File: config.mk
export PLATFORM = sky130hd
export DESIGN_NAME = tdm_nco_sequencer
export DESIGN_NICKNAME = d
export VERILOG_FILES = /design/src/rtl/tdm_nco_sequencer.sv
export SDC_FILE = /design/constraint.sdc
export NUM_CORES = 1
export LEC_CHECK = 0
export ABC_AREA = 1
export CAP_MARGIN = 20
export CORE_MARGIN = 4
export CORE_UTILIZATION = 60
export DETAILED_ROUTE_END_ITERATION = 10
export PLACE_DENSITY = 0.83
export SKIP_LAST_GASP = 1
export SYNTH_ARGS = -nofsm -noshare
export SYNTH_HDL_FRONTEND = slang
export SYNTH_HIERARCHICAL = 1
export SYNTH_SLANG_ARGS = --single-unit
File: constraint.sdc
create_clock -name sys_clk -period 2.9 [get_ports sys_clk]
set_input_delay 0.58 -clock sys_clk [delete_from_list [all_inputs] [get_ports sys_clk]]
set_output_delay 0.58 -clock sys_clk [all_outputs]
set_load 0.005 [all_outputs]
File: src/rtl/tdm_nco_sequencer.sv
// Time-division NCO sequencer: on each sample tick it sweeps every voice, one
// per clock, emitting that voice's table address and gate and advancing its phase.

module tdm_nco_voice #(
  parameter int ACC_W = 24
) (
  input  logic             sys_clk,
  input  logic             sys_rst_n,
  input  logic             acc_en,
  input  logic             ftw_we,
  input  logic [ACC_W-1:0] ftw_d,
  input  logic             gate_we,
  input  logic             gate_d,
  output logic [ACC_W-1:0] phase,
  output logic             gate
);
  logic [ACC_W-1:0] ftw;

  // Right-hand sides see the pre-edge ftw/gate, so a same-edge write only
  // affects later accumulations; a gate-off write wins over accumulation.
  always_ff @(posedge sys_clk or negedge sys_rst_n) begin
    if (!sys_rst_n) begin
      phase <= '0;
      ftw   <= '0;
      gate  <= 1'b0;
    end else begin
      if (ftw_we)  ftw  <= ftw_d;
      if (gate_we) gate <= gate_d;
      if (gate_we && !gate_d) phase <= '0;
      else if (acc_en)        phase <= gate ? phase + ftw : '0;
    end
  end
endmodule

module tdm_nco_sequencer #(
  parameter int VOICES      = 4,
  parameter int VOICES_BITS = 2,
  parameter int ACC_W       = 24,
  parameter int ADDR_W      = 8
) (
  input  logic                   sys_clk,
  input  logic                   sys_rst_n,
  input  logic                   sample_tick,
  input  logic                   ftw_wr_en,
  input  logic [VOICES_BITS-1:0] ftw_wr_voice,
  input  logic [ACC_W-1:0]       ftw_wr_data,
  input  logic                   gate_wr_en,
  input  logic [VOICES_BITS-1:0] gate_wr_voice,
  input  logic                   gate_wr_val,
  output logic [ADDR_W-1:0]      nco_addr_out,
  output logic                   is_chan_en,
  output logic [VOICES_BITS-1:0] channel_num,
  output logic                   busy,
  output logic                   sweep_done,
  output logic                   tick_overrun
);
  localparam logic [VOICES_BITS-1:0] LAST = VOICES_BITS'(VOICES - 1);

  typedef enum logic {IDLE, SWEEP} state_t;

  state_t                  state, state_nxt;
  logic [VOICES_BITS-1:0]  slot, slot_nxt;
  logic                    emit;

  logic [VOICES-1:0][ACC_W-1:0] phase_all;
  logic [VOICES-1:0]            gate_all;

  always_ff @(posedge sys_clk or negedge sys_rst_n) begin
    if (!sys_rst_n) begin
      state <= IDLE;
      slot  <= '0;
    end else begin
      state <= state_nxt;
      slot  <= slot_nxt;
    end
  end

  always_comb begin
    state_nxt = state;
    slot_nxt  = slot;
    emit      = 1'b0;
    case (state)
      IDLE: if (sample_tick) begin
        emit      = 1'b1;
        slot_nxt  = slot + VOICES_BITS'(1);
        state_nxt = (slot == LAST) ? IDLE : SWEEP;
      end
      SWEEP: begin
        emit      = 1'b1;
        slot_nxt  = slot + VOICES_BITS'(1);
        if (slot == LAST) state_nxt = IDLE;
      end
      default: state_nxt = IDLE;
    endcase
  end

  for (genvar i = 0; i < VOICES; i++) begin : g_voice
    tdm_nco_voice #(.ACC_W(ACC_W)) u_voice (
      .sys_clk   (sys_clk),
      .sys_rst_n (sys_rst_n),
      .acc_en    (emit && (slot == VOICES_BITS'(i))),
      .ftw_we    (ftw_wr_en && (ftw_wr_voice == VOICES_BITS'(i))),
      .ftw_d     (ftw_wr_data),
      .gate_we   (gate_wr_en && (gate_wr_voice == VOICES_BITS'(i))),
      .gate_d    (gate_wr_val),
      .phase     (phase_all[i]),
      .gate      (gate_all[i])
    );
  end

  assign busy = (state == SWEEP);

  // Address and channel hold their last value between sweeps.
  always_ff @(posedge sys_clk or negedge sys_rst_n) begin
    if (!sys_rst_n) begin
      nco_addr_out <= '0;
      is_chan_en   <= 1'b0;
      channel_num  <= '0;
      sweep_done   <= 1'b0;
      tick_overrun <= 1'b0;
    end else begin
      is_chan_en   <= emit && gate_all[slot];
      sweep_done   <= emit && (slot == LAST);
      tick_overrun <= sample_tick && (state == SWEEP);
      if (emit) begin
        nco_addr_out <= phase_all[slot][ACC_W-1 -: ADDR_W];
        channel_num  <= slot;
      end
    end
  end
endmodule

==> results_dict.tcl, run 1 <==
set metrics [dict create \
    r2r_slack_ps 590 \
    num_vias 13860 \
    grt-ovfl-total 0 \
    ant_nets 0 \
    synth-warning-count 6 \
    final_common_cell "nand2_1" \
    clkLatencyLatePin_ps 540 \
    ctsResizeCount 0 \
    drv_cap 0 \
    whs_ps 483.1 \
    most-common-layout-cells "nand2_1, inv_1, dfrtp_1" \
    start_kind "register" \
    cts.sinks 212 \
    vdd_drop_max_uv 613.8 \
    cts_tree "yes" \
    synthCells 2168 \
    die-height_um 167.6 \
    end_kind "register" \
    p_per_area_nw_per_um2 962.0 \
    drv_slew 0 \
    rsz0062_at_grt "false" \
    cp_slowest_cell "nor2_1" \
    dieArea_um2 28090 \
    rows 58 \
    synth_area_leaders "dfrtp_1, nand2_1, inv_1, ha_1, mux2_2" \
    cp-endpoint "g_voice[3].u_voice/phase[18]" \
    antenna_cells 0 \
    seq_area_frac_synth_pct 34.71 \
    post-dp-hpwl_um 31250 \
    gp_congestion 1.012 \
    drtPass1Iterations 5 \
    synthesis.area_um2 15290 \
    antenna_found_initial 1 \
    areaGrowthSynthToFinish_pct 10.96 \
    cts_inserted_buffers 24 \
    p_clk_share_pct 18.9 \
    cts_root_buf "clkbuf_16" \
    core_um2 25110 \
    postSynthAreaPerCell_um2 7.051 \
    groute.usage.overall_pct 29.98 \
    worst_r2r_path_depth 7 \
    synth_edf_count 0 \
    place_area_um2 16160 \
    dp.cells 2532 \
    syn_nets 2302 \
    arrival_ps 2780 \
    chipWidth_um 167.6 \
    tightest_slew_ps 1088 \
    p_total_mw 16.32 \
    layout-drive-gt1-share_pct 11.85 \
    min_period_ps 2306 \
    critPathMaxFanout 13 \
    hold_viol 0 \
    worstHoldPathType "register to register" \
    synth_top_area_share_pct 34.71 \
    htree_levels 1 \
    yosysUniqueCellTypes 32 \
    start_util_pct 60.88 \
    fin_area_um2 16960 \
    routed_wl_um 41950 \
    ys_ff_latch 212 \
    cts.clk_slew.worst_paths_ps 60 \
    vias_per_cell 5.384 \
    r2r-start "slot[0]" \
    io_buffers 47 \
    switching_power_mw 7.616 \
    grt_pass1_wl_um 68120 \
    fin_skew_ps 13.14 \
    seq_power_share_pct 27.7 \
    grt_max_degree 64 \
    drc 0 \
    cp_num_buf_inv 2 \
    max_freq_ghz 0.4336 \
    slowest_delay_ps 850 \
    synth_flop_cell "dfrtp_1" \
    cts_buffer_depth 3 \
    fin_cells 2574 \
    finalNetCount 2363 \
    required_ps 3370 \
    power.leakage_nw 9.270 \
    synth.largest_area_cell "dfrtp_1" \
    crit_path_cell_trace "ha_1, inv_1, nor2_1, nor2_1, buf_12, nand2_1, nand2_1" \
    num_io_pins 48 \
    fin_crit_sh_pct 79.52 \
    cp.depth 7 \
    critPathTopFamily "simple AND/OR/NAND/NOR gates" \
    path_class "register to register" \
    synthArstFlopShare_pct 100.0 \
    comb_power_share_pct 53.4 \
    r2r_end "g_voice[3].u_voice/phase[18]" \
    status "finished clean" \
    tns_ps 0 \
    slew_headroom_pct 27.23 \
    p_sw_share_pct 46.68 \
    startpoint "slot[0]" \
    grt_pass1_vias 13340 \
    wl_per_cell_um 16.30 \
    initialDrtViolationCount 1066 \
    setup_viol 0 \
    p_int_mw 8.701 \
]
[how the worst min path moves through the flow]
stage	start	end	slack, ps	cells after the start
after global placement	g_voice[0].u_voice/phase[7]	g_voice[0].u_voice/phase[7]	470	2
after detailed placement	nco_addr_out[4]	nco_addr_out[4]	470	2
after CTS	nco_addr_out[4]	nco_addr_out[4]	490	2
after global routing	g_voice[3].u_voice/phase[12]	g_voice[3].u_voice/phase[12]	510	2
after floorplan	sys_rst_n	busy	280	0
final	nco_addr_out[4]	nco_addr_out[4]	480	2
[Yosys cell counts (5+ instances only)]
library cell,number
buf_4,5
nand3_1,123
xor2_1,5
nor2_2,18
a22o_1,8
nand2_2,32
dfrtp_1,212
nand3_2,7
o21ai_0,42
o21ai_2,15
nand2_1,839
o21ai_1,7
nand4_1,20
a21oi_1,80
nand3b_1,12
mux2_2,96
or2_2,5
ha_1,96
nor3_1,16
inv_2,11
buf_2,16
inv_1,327
nor2_1,133
nor2_4,17
[area by class of cell]
| cell class | count | area [µm²] |
|---|---|---|
| clock buffer | 31 | 678.2 |
| sequential | 212 | 5305 |
| tap | 330 | 412.9 |
| clock inverter | 10 | 111.4 |
| fill | 2211 | 8148 |
| inverter | 339 | 1275 |
| multi-input combinational | 1587 | 8528 |
| timing repair buffer | 65 | 650.6 |
[through the flow]
step           utilization, %  worst slack, ps
4_1_cts                 67.55            621.7
2_1_floorplan               -             1135
3_5_place_dp            64.37            210.7
6_report                67.55            593.9
5_1_grt                 67.55            498.3
3_3_place_gp            64.37            248.7
[routing by layer]
metal	part of all wire, %	up-vias	global-route usage (%)
li1	-	6932	-
met1	45	6521	41.88
met2	46	333	48.87
met3	5.4	73	3.423
met4	3.8	0	10.23
met5	0	-	0
[cells by family after synthesis]
| kind of cell | share of synthesized area (%) |
|---|---|
| compound gates | 6.131 |
| xor+xnor | 0.2865 |
| simple gates | 33.79 |
| fa+ha+maj | 8.382 |
| flops | 34.71 |
| buf+inv | 9.634 |
| mux | 7.072 |
[repair_timing]
action,in CTS,in global routing
hold buffers,1,0
endpoints found under the hold margin,1,0
setup endpoints to repair,0,0
buffers inserted,0,0
[tightest hold or removal path: stages, from the launching register on]
cell	delay (ps)
dfrtp_1	340
nand2_1	50
nand2_1	60
[power by group through the flow]
| stage | Clock, mW | Combinational, mW | Sequential (mW) |
|---|---|---|---|
| after global routing | 3.24 | 9.86 | 4.61 |
| final | 3.08 | 8.71 | 4.52 |
| after detailed placement | 0 | 8.54 | 4.53 |
| after global placement | 0 | 8.34 | 4.50 |
| after CTS | 3.13 | 8.61 | 4.50 |
| after floorplan | 0 | 6.55 | 4.30 |
[registers in the layout, indices dropped and copies added (netlist names)]
signal	count
g_voice.u_voice/ftw	96
g_voice.u_voice/phase	96
nco_addr_out	8
g_voice.u_voice/gate	4
channel_num	2
slot	2
busy	1
is_chan_en	1
sweep_done	1
tick_overrun	1
Power figures use the tool's default switching activity.
==> inputs of run 2 (changes only) <==
--- a/config.mk
+++ b/config.mk
@@ -8,7 +8,7 @@
 export ABC_AREA = 1
 export CAP_MARGIN = 20
 export CORE_MARGIN = 4
-export CORE_UTILIZATION = 60
+export CORE_UTILIZATION = 57
 export DETAILED_ROUTE_END_ITERATION = 10
 export PLACE_DENSITY = 0.83
 export SKIP_LAST_GASP = 1
==> constraint.sdc (replaced) <==
create_clock -name sys_clk -period 2.1 [get_ports sys_clk]
set_input_delay 0.42 -clock sys_clk [delete_from_list [all_inputs] [get_ports sys_clk]]
set_output_delay 0.42 -clock sys_clk [all_outputs]
set_load 0.005 [all_outputs]
==> run 2 against run 1 <==
Clock power up 41%. Sequential share of layout area down 0.66 points. Total power up 40%. First-iteration DRC count down 5.1%. Critical endpoint is now g_voice[0].u_voice/phase[20]. Highest routed layer unchanged.
==> results_dict.tcl, run 2 (synthesis results as in run 1) <==
set metrics [dict create \
    tns_ps 0 \
    nFillCells 2266 \
    p_per_area_nw_per_um2 1322 \
    setup_viol 0 \
    critPathMaxFanout 5 \
    end_kind "register" \
    drc 0 \
    tightest_slew_ps 608.1 \
    multi_input_area_um2 8546 \
    core_um2 26210 \
    grt-ovfl-total 0 \
    required_ps 2520 \
    vias_per_cell 5.375 \
    drv_cap 0 \
    rows 59 \
    r2r_end "g_voice[0].u_voice/phase[20]" \
    cts_root_buf "clkbuf_16" \
    clkLatencyLatePin_ps 530 \
    power.leakage_nw 9.451 \
    startpoint "g_voice[0].u_voice/ftw[0]" \
    cts_inserted_buffers 24 \
    rsz0062_at_grt "false" \
    post-dp-hpwl_um 32920 \
    grt_pass1_wl_um 70680 \
    cts.clk_slew.worst_paths_ps 60 \
    start_util_pct 58.33 \
    path_class "register to register" \
    hold_viol 0 \
    initialDrtViolationCount 1012 \
    gp_congestion 0.9972 \
    final_common_cell "nand2_1" \
    routed-wl-met3_um 2488 \
    arrival_ps 2380 \
    min_period_ps 1966 \
    largestRegisters "g_voice.u_voice/ftw: 96 flops, g_voice.u_voice/phase: 96 flops, nco_addr_out: 8 flops" \
    post_cts_buffers 0 \
    groute.usage.overall_pct 29.98 \
    regArea_um2 5305 \
    antenna_found_initial 1 \
    dieArea_um2 29500 \
    slew_headroom_pct 59.31 \
    most-common-layout-cells "nand2_1, inv_1, dfrtp_1" \
    layout-drive-gt1-share_pct 13.23 \
    drtPass1Iterations 6 \
    final_util_pct 66.11 \
    num_io_pins 48 \
    finalNetCount 2395 \
    routed_wl_um 43280 \
    ant_nets 0 \
    worst_r2r_path_depth 10 \
    r2r_slack_ps 130 \
    grt_pass1_vias 14170 \
    cts_tree "yes" \
    max_freq_ghz 0.5085 \
    vdd_drop_max_uv 645.4 \
    r2r-start "g_voice[0].u_voice/ftw[0]" \
    worstHoldPathType "primary input to asynchronous set/reset pin" \
    start_kind "register" \
    top_layer "met4" \
    cts.sinks 212 \
    io_buffers 47 \
    drt-met1-wl_um 18030 \
    status "finished clean" \
    cp-endpoint "g_voice[0].u_voice/phase[20]" \
    drv_slew 0 \
    cts_buffer_depth 3 \
    fin_crit_sh_pct 93.64 \
    grt_max_degree 53 \
    antenna_cells 0 \
    wl_per_cell_um 16.58 \
    die-height_um 171.8 \
    htree_levels 1 \
    met2_length_um 20610 \
    fin_skew_ps 7.369 \
    num_vias 14030 \
    areaGrowthSynthToFinish_pct 13.34 \
    chipWidth_um 171.8 \
]
## run 2: final cells by class
type	count	share of cell area, %
Timing Repair Buffer	97	5.647
Multi-Input combinational cell	1587	49.32
Clock buffer	34	3.979
Tap cell	335	2.419
Sequential cell	212	30.62
Clock inverter	6	0.6500
Inverter	339	7.359
## run 2: worst min-delay path by stage
stage | start | to
CTS | sys_rst_n | g_voice[1].u_voice/ftw[11]
detailed placement | sys_rst_n | g_voice[1].u_voice/phase[9]
global route | sys_rst_n | g_voice[0].u_voice/ftw[4]
floorplan | sys_rst_n | busy
finish | sys_rst_n | g_voice[1].u_voice/phase[2]
global placement | sys_rst_n | g_voice[1].u_voice/phase[2]
## run 2: worst max-delay path, stage by stage (launching register included)
cell and delay [ps]:
dfrtp_1 410, ha_2 220, fa_1 390, nand2_1 110, nand2_1 90, nand2_1 140, inv_1 80, nand3_1 110
nand4_1 130, nand3_1 110, nand2_1 50
## run 2: power breakdown
| part | leakage, nW | switching [mW] | internal [mW] |
|---|---|---|---|
| combinational | 6.43 | 7.88 | 4.46 |
| clock | 0.391 | 1.70 | 2.64 |
| sequential | 2.63 | 0.936 | 5.30 |
## run 2: stage by stage
step | std cells | power, mW | hold WS [ps] | setup slack (ps) | cell area, µm²
detailed placement | 2569 | 18.33 | 337.0 | -160.3 | 16500
finish | 2610 | 22.91 | 384.2 | 133.6 | 17330
global route | 2610 | 24.95 | 395.3 | 9.550 | 17330
CTS | 2610 | 22.83 | 380.2 | 81.96 | 17310
floorplan | 2168 | 14.99 | 124.4 | 373.1 | 15290
global placement | 2569 | 17.97 | 335.2 | -59.51 | 16500
## run 2: metal layers
| metal | global-route usage (%) | vias to the layer above |
|---|---|---|
| met4 | 13.88 | 0 |
| met5 | 0 | - |
| met3 | 3.723 | 117 |
| li1 | - | 6962 |
| met1 | 37.70 | 6518 |
| met2 | 51.64 | 431 |
## run 2: repair_timing
action / in CTS / in global routing
resized for setup: 0 / 7
hold buffers: 1 / 0
setup endpoints to repair: 0 / 10
hold endpoints to repair: 36 / 0
==> inputs of run 3 (changes only) <==
--- a/config.mk
+++ b/config.mk
@@ -7,7 +7,6 @@
 export LEC_CHECK = 0
 export ABC_AREA = 1
 export CAP_MARGIN = 20
-export CORE_MARGIN = 4
 export CORE_UTILIZATION = 57
 export DETAILED_ROUTE_END_ITERATION = 10
 export PLACE_DENSITY = 0.83
==> run 3 against run 2 <==
Die area fell by 6.9%. Critical path depth stayed put. Setup slack lost 12 ps. Critical path type unchanged. Global-route usage increased by 1.3 points. Critical endpoint is now g_voice[3].u_voice/phase[20].
==> results_dict.tcl, run 3 (synthesis results as in run 1) <==
set metrics [dict create \
    most-common-layout-cells "nand2_1, inv_1, dfrtp_1" \
    fin_crit_sh_pct 94.19 \
    drtPass1Iterations 5 \
    grt-ovfl-total 0 \
    cp_num_buf_inv 1 \
    hold_viol 0 \
    grt_max_degree 53 \
    num_io_pins 48 \
    cts.clk_slew.worst_paths_ps 60 \
    critPathMaxFanout 5 \
    tightest_slew_ps 523.9 \
    areaGrowthSynthToFinish_pct 13.27 \
    antenna_cells 0 \
    start_util_pct 58.33 \
    drc 0 \
    cp_common_cell "nand2_1" \
    drv_slew 0 \
    cp-endpoint "g_voice[3].u_voice/phase[20]" \
    start_kind "register" \
    clkLatencyLatePin_ps 540 \
    power.leakage_nw 9.450 \
    critPathTopFamily "simple AND/OR/NAND/NOR gates" \
    initialDrtViolationCount 1130 \
    final_common_cell "nand2_1" \
    slew_headroom_pct 64.96 \
    cts.sinks 212 \
    final_util_pct 66.07 \
    die-height_um 165.8 \
    gp_congestion 0.9580 \
    rsz0062_at_grt "false" \
    layout-drive-gt1-share_pct 13.27 \
    cp.depth 10 \
    htree_levels 1 \
    slowest_delay_ps 400 \
    max_freq_ghz 0.5055 \
    r2r_slack_ps 120 \
    vias_per_cell 5.296 \
    min_period_ps 1978 \
    io_buffers 47 \
    antenna_found_initial 0 \
    wl_per_cell_um 16.18 \
    p_per_area_nw_per_um2 1314 \
    rows 59 \
    startpoint "g_voice[3].u_voice/phase[0]" \
    vdd_drop_max_uv 874.3 \
    required_ps 2510 \
    groute.usage.overall_pct 31.26 \
    cts_buffer_depth 3 \
    worst_r2r_path_depth 10 \
    grt_pass1_vias 13280 \
    crit_path_cell_trace "ha_1, fa_2, nand2_1, nand2_1, nand2_1, inv_1, nand3_1, nand4_1, nand3_1, nand2_1" \
    status "finished clean" \
    arrival_ps 2390 \
    core_um2 26210 \
    grt_pass1_wl_um 68350 \
    cts_tree "yes" \
    r2r_end "g_voice[3].u_voice/phase[20]" \
    cts_root_buf "clkbuf_16" \
    setup_viol 0 \
    fin_skew_ps 21.16 \
    end_kind "register" \
    drv_cap 0 \
    post-dp-hpwl_um 31920 \
    routed_wl_um 42230 \
    cts_inserted_buffers 25 \
    chipWidth_um 165.8 \
    largestRegisters "g_voice.u_voice/ftw: 96 flops, g_voice.u_voice/phase: 96 flops, nco_addr_out: 8 flops" \
    worstHoldPathType "primary input to asynchronous set/reset pin" \
    finalNetCount 2393 \
    r2r-start "g_voice[3].u_voice/phase[0]" \
    num_vias 13820 \
    cp_slowest_cell "fa_2" \
    ant_nets 0 \
    path_class "register to register" \
    whs_ps 414.4 \
    dieArea_um2 27480 \
]
## run 3: cell type report
type / instances / area [µm²]
clock inverter: 6 / 32.53
sequential: 212 / 5305
inverter: 339 / 1275
fill: 2294 / 8892
multi-input combinational: 1587 / 8541
tap: 335 / 419.2
timing repair buffer: 94 / 980.9
clock buffer: 37 / 760.7
## run 3: timing repair
action	CTS	global route
hold buffers	1	0
buffers inserted	0	0
endpoints found under the hold margin	46	0
gates resized for setup	0	5
endpoints found under the setup margin	0	16
## run 3: worst min path at each step
stage | slack, ps | depth (start not counted) | end
after floorplan | 120 | 0 | busy
after global placement | 370 | 1 | g_voice[1].u_voice/ftw[6]
after detailed placement | 370 | 1 | g_voice[1].u_voice/ftw[5]
after CTS | 410 | 2 | g_voice[1].u_voice/phase[14]
after global routing | 440 | 2 | g_voice[1].u_voice/ftw[9]
final | 410 | 2 | g_voice[1].u_voice/ftw[5]
## run 3: worst reg2reg max path: cells and delay by family (launching register included)
family / cells / cell delay [ps]
simple gates: 7 / 710
fa+ha+maj: 2 / 680
buf+inv: 1 / 110
flops: 1 / 380
## run 3: metrics by stage
| stage | power [mW] | area (µm²) | TNS, ps | setup slack, ps | std cells |
|---|---|---|---|---|---|
| after floorplan | 14.99 | 15290 | 0 | 373.1 | 2168 |
| after global placement | 18.01 | 16500 | -467.6 | -57.68 | 2566 |
| after detailed placement | 18.37 | 16500 | -2507 | -143.1 | 2566 |
| after CTS | 22.66 | 17300 | 0 | 75.41 | 2610 |
| after global routing | 24.62 | 17310 | 0 | 4.190 | 2610 |
| final | 22.76 | 17310 | 0 | 122.0 | 2610 |
## run 3: power by group
group | total (mW) | internal [mW] | switching (mW)
clock | 4.18 | 2.48 | 1.71
sequential | 6.28 | 5.30 | 0.986
combinational | 12.3 | 4.49 | 7.80
total | 22.8 | 12.3 | 10.5
## run 3: metal layers
layer | wire length (µm) | vias up | track usage (%)
met3 | 2042 | 94 | 3.622
met5 | 0 | - | 0
li1 | - | 6961 | -
met2 | 19290 | 348 | 52.04
met1 | 18920 | 6419 | 41.28
met4 | 1972 | 0 | 13.61
